===== src/rtl/instruction_fetch.sv =====
// Fetch unit: PC, redirect, and 2-entry skid buffer toward decode.
// Optional halt-on-all-ones behaviour under `FETCH_HALT_EN.
module instruction_fetch #(
  parameter int PC_WIDTH = 8,
  parameter int INSTR_WIDTH = 32,
  parameter logic [PC_WIDTH-1:0] RESET_PC = '0
) (
  input  logic                   clk,
  input  logic                   rst,
  output logic [PC_WIDTH-1:0]    pc,
  input  logic [INSTR_WIDTH-1:0] instruct,
  input  logic                   branch_valid,
  input  logic [PC_WIDTH-1:0]    branch_target,
  output logic                   out_valid,
  input  logic                   out_ready,
  output logic [INSTR_WIDTH-1:0] out_instr,
  output logic [PC_WIDTH-1:0]    out_pc
);

`ifdef FETCH_HALT_EN
  typedef enum logic [1:0] {IDLE, FETCH, HALT} state_t;
`else
  typedef enum logic [1:0] {IDLE, FETCH} state_t;
`endif

  localparam logic [PC_WIDTH-1:0] STEP = PC_WIDTH'(4);

  state_t                 state;
  logic                   tail_valid;
  logic [INSTR_WIDTH-1:0] tail_instr;
  logic [PC_WIDTH-1:0]    tail_pc;

  logic                pop;
  logic                full;
  logic                push;
  logic [PC_WIDTH-1:0] target;
  logic                unused_bits;

  assign pop    = out_valid & out_ready;
  assign full   = out_valid & tail_valid;
  assign push   = (state == FETCH) & ~branch_valid
                & (~full | pop);
  assign target = {branch_target[PC_WIDTH-1:2], 2'b00};
  assign unused_bits = ^branch_target[1:0];

  // Head lives in the out_* registers; tail is the second slot.
  always_ff @(posedge clk or negedge rst) begin
    if (!rst) begin
      state      <= IDLE;
      pc         <= RESET_PC;
      out_valid  <= 1'b0;
      out_instr  <= '0;
      out_pc     <= '0;
      tail_valid <= 1'b0;
      tail_instr <= '0;
      tail_pc    <= '0;
    end else begin
      case (state)
        IDLE: state <= FETCH;
        default: begin
          if (branch_valid) begin
            out_valid  <= 1'b0;
            tail_valid <= 1'b0;
            pc         <= target;
            state      <= FETCH;
          end else begin
            if (push) begin
              pc <= pc + STEP;
`ifdef FETCH_HALT_EN
              if (instruct == {INSTR_WIDTH{1'b1}})
                state <= HALT;
`endif
            end
            if (pop) begin
              if (tail_valid) begin
                out_instr  <= tail_instr;
                out_pc     <= tail_pc;
                tail_valid <= push;
                if (push) begin
                  tail_instr <= instruct;
                  tail_pc    <= pc;
                end
              end else begin
                out_valid <= push;
                if (push) begin
                  out_instr <= instruct;
                  out_pc    <= pc;
                end
              end
            end else if (push) begin
              if (!out_valid) begin
                out_valid <= 1'b1;
                out_instr <= instruct;
                out_pc    <= pc;
              end else begin
                tail_valid <= 1'b1;
                tail_instr <= instruct;
                tail_pc    <= pc;
              end
            end
          end
        end
      endcase
    end
  end

endmodule


===== config.mk =====
export PLATFORM = sky130hd
export DESIGN_NAME = instruction_fetch
export DESIGN_NICKNAME = d
export VERILOG_FILES = /design/src/rtl/instruction_fetch.sv
export SDC_FILE = /design/constraint.sdc
export NUM_CORES = 1
export LEC_CHECK = 0
export ABC_CLOCK_PERIOD_IN_PS = 1820
export BUFFER_PORTS_ARGS = -buffer_cell sky130_fd_sc_hd__buf_2
export CORE_MARGIN = 3
export CORE_UTILIZATION = 55
export CTS_BUF_LIST = sky130_fd_sc_hd__clkbuf_4 sky130_fd_sc_hd__clkbuf_8
export CTS_CLUSTER_SIZE = 8
export DETAILED_ROUTE_END_ITERATION = 8
export PLACE_DENSITY = 0.82
export SYNTH_ARGS = -nofsm -noshare
export SYNTH_HDL_FRONTEND = slang
export SYNTH_SLANG_ARGS = --single-unit
export TNS_END_PERCENT = 1

===== constraint.sdc =====
create_clock -name clk -period 1.82 [get_ports clk]
set_input_delay 0.273 -clock clk [delete_from_list [all_inputs] [get_ports clk]]
set_output_delay 0.273 -clock clk [all_outputs]
set_load 0.02 [all_outputs]

==> results of run 1 <==
## logic make-up (layout without fill, tap and decap cells)
group | after synthesis | after routing | share of synthesized area, %
other | 2 | 5 | 0.200
AOI/OAI and AO/OA | 54 | 54 | 7.80
DFF | 85 | 85 | 56.6
and+or+nand+nor | 59 | 59 | 6.80
muxes | 77 | 77 | 23.8
adders and majority gates | 1 | 1 | 0.333
buffers and inverters | 26 | 118 | 4.20
xor gates and xnor gates | 1 | 1 | 0.233
## registers in the layout, indices dropped and copies added, names as in the netlist
register    flops
out_valid       1
tail_instr     32
out_pc          6
pc              6
tail_valid      1
out_instr      32
tail_pc         6
state           1
## placed cells by master (no fill, tap or decap), types with 4 or more instances in the layout
cell type and instances:
buf_12 4, buf_2 85, buf_4 9, clkbuf_8 9
conb_1 5, dfrtp_1 85, mux2_2 18, mux2_4 20
mux2i_1 39, nand2_1 42, nand3_1 4, o21ai_0 36
o21ai_1 5
## through the flow
step                      power, mW  instances  cell area [um^2]
after floorplan                3.54        308              3770
after global placement         3.92        460              4310
after detailed placement       4.00        460              4310
after CTS                      5.48        477              4540
after global routing           5.73        477              4540
final                          5.42        477              4540
## worst max-delay path: stages (launching register included)
cell,delay [ns]
dfrtp_1,0.44
xnor2_1,0.20
and3_2,0.38
buf_12,0.19
mux2_2,0.34
## routing by layer
metal  track usage [%]  vias up
li1                  -     1237
met1              26.3     1243
met2              33.5       78
met3              4.56        9
met4              8.10        0
met5                 0        -
## layout make-up
type                       count  share of cell area (%)
sequential                    85                    46.9
multi-input combinational    197                    33.0
tap                           77                    2.12
clock inverter                 4                    1.60
clock buffer                  12                    3.23
inverter                       3                   0.248
timing repair buffer          99                    12.9
## power by group through the flow
stage | Clock [mW] | Sequential (mW) | Combinational [mW]
floorplan | 0 | 2.87 | 0.674
global placement | 0 | 2.67 | 1.25
detailed placement | 0 | 2.71 | 1.29
CTS | 1.49 | 2.68 | 1.30
global route | 1.57 | 2.75 | 1.41
finish | 1.45 | 2.68 | 1.28
## path summary, 6_finish.rpt
check                      slack (ns)          start  cells after the start             end
min                              0.17    instruct[5]                      2   tail_instr[5]
max                              0.15     tail_valid                      4  tail_instr[19]
max reg2reg                      0.15     tail_valid                      4  tail_instr[19]
min in group asynchronous        0.43            rst                      2   out_instr[16]
min reg2reg                      0.48  out_instr[24]                      2   out_instr[24]
max in group asynchronous        0.74            rst                      3  tail_instr[22]
==> flow_summary.yaml, run 1 <==
floorplan:
  core.rowCount: 29
  die_height_um: 88.6
  fp.dieW_um: 88.6
  die-area_um2: 7850
  io_pins: 93
  core_area_um2: 6490
  start_util_pct: 57.8
critical_path:
  start_kind: "flip-flop"
  path_max_fanout: 12
  arrival_ns: 1.89
  crit_path_end_kind: "flip-flop"
  path_class: "reg -> reg"
  cp.required_ns: 2.04
timing:
  finalCritPeriodShare_pct: 91.6
  drv_slew: 0
  setup_slack_ns: 0.152
  finClkSkew_ns: 0.00893
  min_period_ns: 1.67
  max_freq_mhz: 600
  tns_ns: 0
  rsz0062_at_grt: "false"
  report.final.setup_viol: 0
  hold_ws_ns: 0.173
  hold_viol: 0
yosys:
  ys_ff_latch: 85
  synth-edff-count: 0
  yosysWarnings: 0
  synth_area_leaders: "dfrtp_1 (57%), mux2i_1 (10%), mux2_4 (8.0%)"
  netlist_area_um2: 3750
  synth.distinct_cells: 30
  yosys.area.top_type: "dfrtp_1"
  async_flop_share_pct: 100
  synth-main-ff-cell: "dfrtp_1"
  synth_seq_area_share_pct: 56.6
  ys_top_cells_by_count: "dfrtp_1 (85), nand2_1 (42), mux2i_1 (39)"
  yosysMostFrequentCell: "dfrtp_1"
  avgSynthCellArea_um2: 12.3
  synth_top_area_share_pct: 56.6
  syn_inst: 305
clock_network:
  cts-root-buf: "clkbuf_8"
  cts_htree_levels: 3
  postCtsSetupRepairBufs: 0
  clockBufferDepth: 2
  cts.sinks: 85
  post_cts_resized: 0
  cts_buffers: 9
  clk_pin_slew_ns: 0.08
  cts_tree: "built"
  postCtsHoldBufs: 1
  clock_latency_ns: 0.34
routing:
  num_vias: 2567
  wl_per_cell_um: 15.6
  first_pass_iters: 4
  drt_iter0_drc: 151
  routed_wl_um: 7440
  met1_length_um: 3380
  viasPerCell: 5.38
  drc_errors: 0
  routed-wl-met2_um: 3570
  drtAntennaViolNets: 0
  top_layer: "met4"
  met3_length_um: 390
pwr:
  powerDensity_nw_per_um2: 1190
  p_switching_mw: 1.57
  power_frac_seq_pct: 49.6
  p_leak_nw: 2.43
  p_clk_share_pct: 26.8
  vdd.ir_drop.worst_v: 0.000534
  pwr-share-comb_pct: 23.6
  p_sw_share_pct: 29.0
  p_int_mw: 3.85
finish:
  antenna_cells: 0
  fillCellCount: 495
  utilization_pct: 69.8
  finalNetCount: 440
  seqCellArea_um2: 2130
  syn_to_final_growth_pct: 20.8
  drive_above_1_share_pct: 38.8
  multiInputGateArea_um2: 1500
global_route:
  overflow: 0
  grt_max_degree: 41
  grt.total_usage_pct: 20.4
  antenna_found_initial: 0
  grt_pass1_wl_um: 12300
  grt_pass1_vias: 2592
place:
  dp_slack_ns: 0.181
  dp_hpwl_um: 5190
  place_congestion: 0.738
  port_buffers: 86
min_path:
  worstHoldPathType: "in -> reg"
job:
  cap_violations: 0
outcome:
  outcome: "finished clean"
No activity file was read; power rests on OpenSTA's default activity.
==> inputs of run 2 (changes only) <==
--- a/config.mk
+++ b/config.mk
@@ -7,6 +7,7 @@
 export LEC_CHECK = 0
 export ABC_CLOCK_PERIOD_IN_PS = 1820
 export BUFFER_PORTS_ARGS = -buffer_cell sky130_fd_sc_hd__buf_2
+export CORE_ASPECT_RATIO = 1.2
 export CORE_MARGIN = 3
 export CORE_UTILIZATION = 55
 export CTS_BUF_LIST = sky130_fd_sc_hd__clkbuf_4 sky130_fd_sc_hd__clkbuf_8
==> run 2 against run 1 <==
Compared with the run above: cell count is 0.84% higher; largest power group unchanged; clock skew is essentially flat; setup slack gained 0.074 ns; design area decreased by 0.39%; die area about the same; critical path type unchanged.
==> flow_summary.yaml, run 2 (synthesized netlist as in run 1, its figures left out) <==
outcome:
  outcome: "finished clean"
clock_network:
  clk_pin_slew_ns: 0.09
  postCtsSetupRepairBufs: 0
  cts_htree_levels: 3
  cts_tree: "built"
  cts-root-buf: "clkbuf_8"
  cts_buffers: 9
  clock_latency_ns: 0.33
  post_cts_resized: 0
  cts.sinks: 85
  postCtsHoldBufs: 1
  clockBufferDepth: 2
timing:
  tns_ns: 0
  hold_viol: 0
  finalCritPeriodShare_pct: 87.6
  max_slew_margin_pct: 64.4
  min_period_ns: 1.59
  worstMarginPinSlew_ns: 0.534
  drv_slew: 0
  finClkSkew_ns: 0.00883
  rsz0062_at_grt: "false"
  report.final.setup_viol: 0
  max_freq_mhz: 627
finish:
  largestRegisters: "out_instr (32), tail_instr (32)"
  utilization_pct: 69.2
  final_cell_mix: "buf_2 (85), dfrtp_1 (85), nand2_1 (42)"
  fin_cells: 481
  drive_above_1_share_pct: 38.1
  syn_to_final_growth_pct: 20.3
  multiInputGateArea_um2: 1500
  antenna_cells: 0
  fillCellCount: 508
  finalNetCount: 436
  seqCellArea_um2: 2130
pwr:
  powerDensity_nw_per_um2: 1180
  vdd.ir_drop.worst_v: 0.000475
  p_leak_nw: 2.42
global_route:
  grt_pass1_wl_um: 12000
  overflow: 0
  antenna_found_initial: 0
  grt_max_degree: 77
  grt.total_usage_pct: 20.0
  grt_pass1_vias: 2598
critical_path:
  path_cells: "xnor2_1 > and3_2 > buf_12 > mux2_2"
  rr_worst_depth: 4
  path_max_fanout: 38
  arrival_ns: 1.81
  cpMaxStageDelayCell: "dfrtp_1"
  max_stage_delay_ns: 0.43
  start_kind: "flip-flop"
  cp.required_ns: 2.04
  path_class: "reg -> reg"
  crit_path_end_kind: "flip-flop"
place:
  dp_hpwl_um: 4950
  port_buffers: 86
  dp.cells: 464
  place_congestion: 0.725
routing:
  viasPerCell: 5.37
  first_pass_iters: 4
  num_vias: 2581
  drt_iter0_drc: 98
  routed_wl_um: 7330
  wl_per_cell_um: 15.2
  drtAntennaViolNets: 0
  drc_errors: 0
floorplan:
  die_height_um: 96.5
  die-area_um2: 7860
  fp.dieW_um: 81.4
  io_pins: 93
  core.rowCount: 32
  start_util_pct: 57.5
  core_area_um2: 6530
min_path:
  holdPathStages: 2
  worstHoldPathType: "in -> reg"
job:
  cap_violations: 0
==> run 2: path summary, 6_finish.rpt <==
check | start | end | slack (ns)
setup / recovery | tail_valid | tail_pc[5] | 0.23
hold / removal | instruct[22] | tail_instr[22] | 0.18
setup reg to reg | tail_valid | tail_pc[5] | 0.23
hold reg to reg | out_instr[30] | out_instr[30] | 0.48
max in group asynchronous | rst | tail_instr[15] | 0.83
min in group asynchronous | rst | out_instr[17] | 0.46
==> run 2: cell type report <==
cell class / instances / area share [%]
Sequential cell: 85 / 47.1
Multi-Input combinational cell: 197 / 33.2
Timing Repair Buffer: 95 / 12.5
Clock buffer: 11 / 3.35
Tap cell: 85 / 2.35
Clock inverter: 5 / 1.27
Inverter: 3 / 0.249
==> run 2: critical path, delay by kind of cell, from the launching register on <==
family	cells	cell delay, ns
buffers and inverters	1	0.26
flip-flops	1	0.43
XOR/XNOR	1	0.17
multiplexers	1	0.37
AND/OR/NAND/NOR	1	0.22
==> run 2: per-stage QoR <==
stage / hold slack [ns] / setup slack (ns) / instance area [um^2] / power, mW
6_report: 0.178 / 0.226 / 4520 / 5.34
5_1_grt: 0.171 / 0.163 / 4520 / 5.63
4_1_cts: 0.163 / 0.225 / 4520 / 5.38
3_5_place_dp: 0.288 / 0.246 / 4300 / 4.01
3_3_place_gp: 0.285 / 0.287 / 4300 / 3.92
2_1_floorplan: -0.0226 / 0.298 / 3770 / 3.54
==> run 2: per-layer routing <==
metal  share of wire, %  wire length (um)  GRT usage [%]
met4                1.7               122           7.89
met5                  0                 0              0
met1                 43              3150           24.4
met3                5.3               386           3.90
met2                 50              3670           34.6
==> run 2: report_power, final <==
part | switching, mW | leakage, nW | internal (mW) | total [mW]
sequential | 0.294 | 1.04 | 2.38 | 2.68
clock | 0.656 | 0.110 | 0.713 | 1.37
combinational | 0.646 | 1.27 | 0.645 | 1.29
